<file path="config.mk">
export PLATFORM = sky130hd
export DESIGN_NAME = switch_debounce
export DESIGN_NICKNAME = d
export VERILOG_FILES = /design/src/rtl/switch_debounce.sv
export SDC_FILE = /design/constraint.sdc
export NUM_CORES = 1
export LEC_CHECK = 0
export ABC_CLOCK_PERIOD_IN_PS = 8200
export CAP_MARGIN = 30
export CORE_ASPECT_RATIO = 1.75
export CORE_MARGIN = 4
export CORE_UTILIZATION = 40
export DETAILED_ROUTE_END_ITERATION = 10
export SYNTH_ARGS = -nofsm -noshare
export SYNTH_HDL_FRONTEND = slang
export SYNTH_SLANG_ARGS = --single-unit
</file>
<file path="constraint.sdc">
create_clock -name clk -period 8.2 [get_ports clk]
set_input_delay 1.64 -clock clk [delete_from_list [all_inputs] [get_ports clk]]
set_output_delay 1.64 -clock clk [all_outputs]
set_load 0.02 [all_outputs]
</file>
<file path="src/rtl/switch_debounce.sv">
// Multi-bit DIP switch debouncer with a sticky change flag and optional per-bit edge pulses.
// Define SWITCH_EDGE_EN to build the sw_rise/sw_fall edge-detect registers.

module switch_debounce_lane #(
    parameter int DEBOUNCE_CNT = 50000
) (
    input  logic clk,
    input  logic rst,
    input  logic sw,
    output logic nxt,
    output logic stable
);
    localparam logic [19:0] CNT_MAX = 20'(DEBOUNCE_CNT - 1);

    logic        sync1, sync2;
    logic [19:0] cnt;
    logic        differ, done;

    assign differ = sync2 ^ stable;
    assign done   = differ && (cnt == CNT_MAX);
    assign nxt    = done ? sync2 : stable;

    // cnt tracks consecutive cycles of disagreement; it can never pass CNT_MAX
    // because reaching it with the bit still differing accepts the new level.
    always_ff @(posedge clk or posedge rst) begin
        if (rst) begin
            sync1  <= 1'b0;
            sync2  <= 1'b0;
            stable <= 1'b0;
            cnt    <= '0;
        end else begin
            sync1  <= sw;
            sync2  <= sync1;
            stable <= nxt;
            if (!differ || done)
                cnt <= '0;
            else if (cnt != CNT_MAX)
                cnt <= cnt + 20'd1;
        end
    end
endmodule

module switch_debounce #(
    parameter int DEBOUNCE_CNT = 50000,
    parameter int WIDTH        = 8
) (
    input  logic             clk,
    input  logic             rst,
    input  logic [WIDTH-1:0] switch,
    input  logic             sw_ack,
    output logic [WIDTH-1:0] sw_stable,
    output logic [WIDTH-1:0] led,
    output logic             sw_event,
    output logic [WIDTH-1:0] sw_rise,
    output logic [WIDTH-1:0] sw_fall
);
    logic [WIDTH-1:0] stable_nxt;
    logic [WIDTH-1:0] stable_d;
    logic             chg;

    for (genvar i = 0; i < WIDTH; i++) begin : g_lane
        switch_debounce_lane #(.DEBOUNCE_CNT(DEBOUNCE_CNT)) u_lane (
            .clk    (clk),
            .rst    (rst),
            .sw     (switch[i]),
            .nxt    (stable_nxt[i]),
            .stable (sw_stable[i])
        );
    end

    assign chg = |(sw_stable ^ stable_d);

    // stable_d lags sw_stable by one edge so event and edge outputs land the edge after a change.
    always_ff @(posedge clk or posedge rst) begin
        if (rst) begin
            led      <= '0;
            stable_d <= '0;
            sw_event <= 1'b0;
        end else begin
            led      <= stable_nxt;
            stable_d <= sw_stable;
            if (chg)
                sw_event <= 1'b1;
            else if (sw_ack)
                sw_event <= 1'b0;
        end
    end

`ifdef SWITCH_EDGE_EN
    always_ff @(posedge clk or posedge rst) begin
        if (rst) begin
            sw_rise <= '0;
            sw_fall <= '0;
        end else begin
            sw_rise <= sw_stable & ~stable_d;
            sw_fall <= ~sw_stable & stable_d;
        end
    end
`else
    assign sw_rise = '0;
    assign sw_fall = '0;
`endif
endmodule
</file>
==> metrics.md, run 1 <==
| Metric | Value |
|---|---|
| Category of the critical setup timing path | flip-flop to primary output |
| Synth-to-layout area growth | 12.1% |
| Worst hold slack across all endpoints | 0.355 ns |
| Die footprint | around 0.026 mm² |
| Number of distinct library cell variants in the gate-level netlist after synthesis | 37 |
| Final design utilization | a little under half |
| Max-cap viol count | 0 |
| Startpoint class of the critical path | flip-flop |
| Width of the die | about 120 µm |
| Worst setup skew after layout | ~0.006 ns |
| Standard cell with the maximum stage delay on the critical path | clkdlybuf4s50_1 |
| Initial cell density of the core | 40.6% |
| Last weighted congestion value of the routability-driven placer | 0.783 |
| Dpl hpwl | 12400 µm |
| Hold-fix buffers at CTS | 0 |
| Cell with the most instances after synthesis | dfrtp_1 |
| Global router's overall resource usage | 15.1% |
| Sum of met3 wire segment lengths after detailed routing | 636 µm |
| Initial antenna violation count | 0 |
| CP Capture Type | primary output |
| Worst slack, placed | approximately 4.7 ns |
| CTS buffer count | 17 |
| Pin count of the biggest net entering global routing | approximately 110 |
| Cell count after synthesis | about 900 |
| TritonCTS clock tree | done |
| Number of nets in the final layout | just under 1000 |
| Total number of H-tree levels | 4 |
| Number of post-CTS setup repair buffers | 0 |
| Most frequently used flop master after synthesis | dfrtp_1 |
| Arrival time of the worst setup path | about 1.6 ns |
| Total negative slack | 0 ns |
| Clock transition at the registers of the reported paths | 0.07 ns |
| Crit path max-delay family | buffers and inverters |
| Ratio of routed vias to standard cells | approximately 5.2 |
| Fraction of final layout cells with drive strength greater than 1 | under 10% |
| Number of core rows | 73 |
| Ports | between 40 and 50 |
| Share of synthesized flip-flops with an asynchronous set or reset | 100% |
| Post-layout min period | between 3 and 4 ns |
| Leading cell types by total area after synthesis | dfrtp_1 52%, xnor2_1 6.1%, nor2_1 5.4% |
| Endpoints failing setup | 0 |
| Total core area | ~0.023 mm² |
| Detailed-router iteration count before antenna repair | 4 |
| Total power | about 1.9 mW |
| Port bufs | 27 |
| CTS Root Buffer Type | clkbuf_16 |
| Sequential-to-total area share from yosys stat | 52.3% |
| Routed wirelength normalized by instance count | around 14 µm |
| Longest Clk Path Bufs | 2 |
| Clock sink count | 193 |
| Leading area contributor after synthesis | dfrtp_1 |
| Outcome | completed |
| Commonest cells in the netlist | 193 x dfrtp_1, 134 x nor2_1, 64 x xnor2_1, 51 x xor2_1, 50 x nand3_1 |
| Inserted Diodes | 0 |
| PnR worst setup slack | roughly 5.0 ns |
| Combined buffer and inverter count along the critical path | 1 |
| Largest voltage drop on the vdd net | 0.147 mV |
| Post-route antenna net violation count | 0 |
| Hold violation count in the final report | 0 |
| Count of final max-slew check failures | 0 |
| Number of global-route vias before repair | 6641 |
| Largest fanout on the critical path | 6 |
| Static leakage power | about 4.2 nW |
| Final wirelength | roughly 18000 µm |
| Flip-flop and latch count after synthesis | roughly 190 |
| Final critical-path share of the clock period | 38.9% |
| Cell-by-cell listing of the critical path | clkdlybuf4s50_1 |
| Data required time of the critical path | 6.56 ns |
| Pwr per Cell Area | between 150 and 200 mW/mm² |
| Post-CTS sizing | 0 |
| Clock latency on the worst-skew pair | about 0.44 ns |
| Highest routed layer | met4 |
| Setup repair after global routing missed its margin | false |
| Vert. Die Dim | roughly 210 µm |
| Number of design-rule violations left by the first detailed-router iteration | between 300 and 400 |
| Achievable clock frequency | ~310 MHz |
| Area share of the largest cell type after synthesis | 52.3% |
| Worst hold path class | flip-flop to flip-flop |
| Total congestion overflow after global routing | 0 |
| Tightest Pin Transition | roughly 0.75 ns |
| Post-synthesis instance area | approximately 0.0092 mm² |
| Met1 routed wirelength after detailed routing | about 7400 µm |
| Vias | roughly 6600 |
| Number of enable flip-flop cells after synthesis | 0 |
| Mean post-synth cell area | approximately 10 µm² |
| DRC | 0 |
| Max-slew headroom at the worst pin | 49.8% |
| Global-route wire length before repair | between 30000 and 40000 µm |
| Maximum single-stage delay on the critical path | between 0.6 and 0.7 ns |
| Sum of met2 wire segment lengths after detailed routing | 9280 µm |
| Yosys warns | 0 |
-- cell usage in the layout, fill, tap and decap left out, types with 10 or more instances in the layout --
| cell | n |
|---|---|
| nor3_1 | 26 |
| conb_1 | 16 |
| nand2_1 | 40 |
| nand3_1 | 50 |
| dfrtp_1 | 193 |
| or3_1 | 35 |
| o21ai_0 | 36 |
| a21oi_1 | 43 |
| clkbuf_16 | 17 |
| nor2_1 | 134 |
| and3_1 | 10 |
| nor4_1 | 33 |
| inv_1 | 35 |
| xnor2_1 | 64 |
| xor2_1 | 51 |
| clkdlybuf4s50_1 | 27 |
| nand4_1 | 40 |
-- worst paths after layout --
| path | slack [ns] | cells after the start | from | end |
|---|---|---|---|---|
| max reg2reg | 6.07 | 5 | g_lane[6].u_lane.cnt[0] | g_lane[6].u_lane.cnt[6] |
| min | 0.36 | 0 | g_lane[4].u_lane.sync1 | g_lane[4].u_lane.sync2 |
| max | 5.01 | 1 | led[2] | sw_stable[2] |
| min in group asynchronous | 1.73 | 2 | rst | g_lane[5].u_lane.sync1 |
| min reg2reg | 0.36 | 0 | g_lane[4].u_lane.sync1 | g_lane[4].u_lane.sync2 |
| max in group asynchronous | 5.25 | 4 | rst | g_lane[7].u_lane.cnt[15] |
-- per-layer routing --
metal	track usage, %	vias to the layer above
met1	17.6	3210
met3	3.52	24
met2	26.3	101
met4	5.92	0
met5	0	-
li1	-	3245
-- cells by family (layout without fill, tap and decap cells) --
family                     Yosys count  in the layout  synth area share (%)
buffers and inverters               83            105                  4.73
DFF                                193            193                  52.3
adders and majority gates            8              8                  1.08
AOI/OAI and AO/OA                   94             94                  5.35
and+or+nand+nor                    422            422                  24.5
xor gates and xnor gates           115            115                  10.9
muxes                                9              9                  1.08
other                                1             16                0.0406
-- sequential cells by signal, summed over array words and instances, names as in the netlist --
name                 cells
g_lane.u_lane.sync2      8
stable_d                 8
sw_event                 1
g_lane.u_lane.cnt      160
led                      8
g_lane.u_lane.sync1      8
-- power by group --
group          total (mW)  internal, mW  switching (mW)
clock network       0.847         0.486           0.360
registers           0.978         0.965          0.0130
logic              0.0661        0.0191          0.0469
-- area by class of cell --
| cell class | instances | area (µm²) |
|---|---|---|
| Timing Repair Buffer | 37 | 365 |
| Inverter | 36 | 143 |
| Tap cell | 300 | 375 |
| Fill cell | 2136 | 12400 |
| Sequential cell | 193 | 4830 |
| Multi-Input combinational cell | 664 | 4030 |
| Clock buffer | 18 | 439 |
| Clock inverter | 14 | 164 |
-- per-stage QoR --
step | std cells | cell area [µm²]
after global placement | 1229 | 9710
after detailed placement | 1230 | 9740
after CTS | 1262 | 10300
final | 1262 | 10300
after global routing | 1262 | 10300
after floorplan | 940 | 9290
(Power assumes the default switching activity.)
==> run 2: changes to the inputs <==
--- a/config.mk
+++ b/config.mk
@@ -5,7 +5,7 @@
 export SDC_FILE = /design/constraint.sdc
 export NUM_CORES = 1
 export LEC_CHECK = 0
-export ABC_CLOCK_PERIOD_IN_PS = 8200
+export ABC_CLOCK_PERIOD_IN_PS = 3200
 export CAP_MARGIN = 30
 export CORE_ASPECT_RATIO = 1.75
 export CORE_MARGIN = 4
==> constraint.sdc (replaced) <==
create_clock -name clk -period 3.2 [get_ports clk]
set_input_delay 0.64 -clock clk [delete_from_list [all_inputs] [get_ports clk]]
set_output_delay 0.64 -clock clk [all_outputs]
set_load 0.02 [all_outputs]
==> run 2 against run 1 <==
  * Combinational power grew to 2.6 times the previous value
  * Clock skew grew 0.0037 ns
  * Total power grew to 2.6 times the previous value
  * Worst setup slack lost 4.1 ns
  * Die area is the same
  * Critical path depth is the same
  * Sequential cell count is the same
  * First-iteration DRC count shrank 23%
  * Sequential share of layout area shrank 0.079 points
  * Hold slack lost 0.0036 ns
  * Highest routed layer unchanged
  * Cell count is essentially flat
==> metrics.md, run 2 (same netlist as run 1, synthesis figures left out) <==
| Metric | Value |
|---|---|
| Biggest register | g_lane.u_lane.cnt |
| Ratio of routed vias to standard cells | 5.17 (-0.75%) |
| Category of the critical setup timing path | flip-flop to primary output |
| TritonCTS clock tree | done |
| Final critical-path share of the clock period | a little under three quarters |
| Cell-by-cell listing of the critical path | clkdlybuf4s50_1 |
| Achievable clock frequency | around 440 MHz |
| Switching fraction of total power | 21.6% (-0.58 points) |
| Max-slew headroom at the worst pin | 48.6% (-1.2 points) |
| Width of the die | 123 µm (unchanged) |
| Clock latency on the worst-skew pair | 0.43 ns (about the same) |
| Net switching component of the power | 1.05 mW (+150%) |
| CTS Root Buffer Type | clkbuf_16 |
| Inserted Diodes | 0 (unchanged) |
| Total congestion overflow after global routing | 0 (unchanged) |
| Data required time of the critical path | 2.56 ns (-4.00 ns) |
| Worst setup skew after layout | 0.00970 ns (+0.00370 ns) |
| Initial cell density of the core | 40.6% (unchanged) |
| Filler-free cell count of the finished design | 1263 (+0.079%) |
| Static leakage power | 4.22 nW (about the same) |
| Number of core rows | 73 (unchanged) |
| Vert. Die Dim | 209 µm (unchanged) |
| CP Capture Type | primary output |
| Count of final max-slew check failures | 0 (unchanged) |
| Outcome | completed |
| Most frequent cells in the layout | 193 x dfrtp_1, 134 x nor2_1, 64 x xnor2_1 |
| Fill cell count | 2139 (+0.14%) |
| Crit path max-delay family | buffers and inverters |
| Post-layout min period | approximately 2.3 ns |
| Placed cells | 1231 (+0.081%) |
| Flip-flop count of the largest register after layout | 160 (unchanged) |
| Number of global-route vias before repair | 6601 (-0.60%) |
| Pwr per Cell Area | 468 mW/mm² (+160%) |
| Critical path destination | sw_stable[1] |
| Global-route wire length before repair | 31100 µm (-0.20%) |
| Initial antenna violation count | 0 (unchanged) |
| Fraction of final layout cells with drive strength greater than 1 | 7.48% (-0.32 points) |
| Number of nets in the final layout | 969 (+0.10%) |
| Tightest Pin Transition | 0.769 ns (+0.0170 ns) |
| Port bufs | 27 (unchanged) |
| Clock transition at the registers of the reported paths | 0.06 ns (about the same) |
| Pin count of the biggest net entering global routing | 69 (-38%) |
| R2r endpoint | g_lane[3].u_lane.cnt[18] |
| Longest Clk Path Bufs | 2 (unchanged) |
| Largest voltage drop on the vdd net | 0.297 mV (+100%) |
| Clock sink count | 193 (unchanged) |
| Worst setup path startpoint | led[1] |
| Startpoint class of the critical path | flip-flop |
| Combined buffer and inverter count along the critical path | 1 (unchanged) |
| Cell depth of the worst flop-to-flop path | 6 (+1) |
| Arrival time of the worst setup path | 1.63 ns (+0.08 ns) |
| Hold-fix buffers at CTS | 0 (unchanged) |
| Worst hold path class | flip-flop to flip-flop |
| Detailed-router iteration count before antenna repair | 5 (+1) |
| Portion of total power attributed to the clock network | 44.7% (about the same) |
| Total negative slack | 0 ns (unchanged) |
| Final wirelength | 17700 µm (about the same) |
| Fraction of power consumed by sequential logic | 51.7% (about the same) |
| Total number of H-tree levels | 4 (unchanged) |
| Endpoints failing setup | 0 (unchanged) |
| Ports | 44 (unchanged) |
| Post-CTS sizing | 0 (unchanged) |
| Post-route antenna net violation count | 0 (unchanged) |
| Die footprint | 0.0257 mm² (unchanged) |
| Last weighted congestion value of the routability-driven placer | 0.806 (+2.9%) |
| Maximum single-stage delay on the critical path | 0.67 ns (+0.02 ns) |
| Depth of the critical timing path with buffers and inverters included | 1 (unchanged) |
| Setup repair after global routing missed its margin | false |
| Dpl hpwl | 12400 µm (+0.19%) |
| Number of post-CTS setup repair buffers | 0 (unchanged) |
| Startpoint of the lowest-slack register-to-register path | g_lane[3].u_lane.cnt[0] |
| Combinational fraction of design power | 3.6% (about the same) |
| Final design utilization | 45.6% (+0.077 points) |
| CTS buffer count | 17 (unchanged) |
| Synth-to-layout area growth | 12.3% |
| Largest fanout on the critical path | 6 (unchanged) |
| Vias | 6536 (-0.67%) |
| Routed wirelength normalized by instance count | 14.0 µm (about the same) |
| Most frequent standard cell in the layout excluding fill and tap cells | dfrtp_1 |
| Number of design-rule violations left by the first detailed-router iteration | 238 (-23%) |
| Max-cap viol count | 0 (unchanged) |
| DRC | 0 (unchanged) |
| Internal power of the cells | 3.80 mW (+160%) |
| Hold violation count in the final report | 0 (unchanged) |
| Total power | 4.84 mW (+160%) |
| Standard cell with the maximum stage delay on the critical path | clkdlybuf4s50_1 |
| R2R Setup Slk | 1.16 ns (-4.91 ns) |
| Total core area | 0.0227 mm² (unchanged) |
| Global router's overall resource usage | 14.8% (-0.32 points) |
run 2: changes by cell type in the layout (fill, tap and decap cells not counted), sizes merged:
cell      change
clkinv        -4
inv           -2
clkbuf        +5
buf           +1
clkinvlp      +1
run 2: metal layers:
metal / part of all wire [%] / vias up / global-route usage [%]
met2: 54 / 85 / 26.7
met4: 1.8 / 0 / 5.45
met3: 2.5 / 20 / 2.57
met1: 41 / 3189 / 17.1
met5: 0 / - / 0
li1: - / 3242 / -
run 2: final cells by class:
| cell class | count | area [µm²] | share of cell area, % |
|---|---|---|---|
| Clock buffer | 23 | 468 | 4.52 |
| Clock inverter | 9 | 131 | 1.27 |
| Sequential cell | 193 | 4830 | 46.6 |
| Multi-Input combinational cell | 664 | 4030 | 38.9 |
| Timing Repair Buffer | 38 | 390 | 3.77 |
| Inverter | 36 | 139 | 1.34 |
| Tap cell | 300 | 375 | 3.62 |
run 2: worst min-delay path by stage:
stage	startpoint	slack, ns	to	cells after the start
4_1_cts	g_lane[7].u_lane.sync1	0.36	g_lane[7].u_lane.sync2	0
6_report	g_lane[1].u_lane.sync1	0.35	g_lane[1].u_lane.sync2	0
2_1_floorplan	g_lane[0].u_lane.sync1	0.33	g_lane[0].u_lane.sync2	0
3_3_place_gp	g_lane[4].u_lane.sync1	0.33	g_lane[4].u_lane.sync2	0
5_1_grt	g_lane[1].u_lane.sync1	0.36	g_lane[1].u_lane.sync2	0
3_5_place_dp	g_lane[1].u_lane.sync1	0.34	g_lane[1].u_lane.sync2	0
run 2: per-stage QoR:
step | cell area, µm² | worst slack [ns] | hold slack [ns]
floorplan | 9290 | 0.0696 | 0.331
global placement | 9760 | 1.20 | 0.332
detailed placement | 9760 | 1.16 | 0.340
CTS | 10400 | 0.889 | 0.355
global route | 10400 | 0.823 | 0.358
finish | 10400 | 0.926 | 0.351
run 2: worst register-to-register path, stage by stage, from the launching register on:
cell     delay (ns)
dfrtp_1        0.40
ha_1           0.22
and3_1         0.22
nand4_1        0.12
o21ai_1        0.62
buf_4          0.29
a21oi_1        0.05
run 2: power groups by stage:
stage               Sequential (mW)  Clock [mW]  Combinational (mW)
finish                         2.51        2.17               0.172
global route                   2.51        2.32               0.201
CTS                            2.51        2.23               0.179
detailed placement             2.55           0               0.179
global placement               2.55           0               0.177
floorplan                      2.55           0               0.136
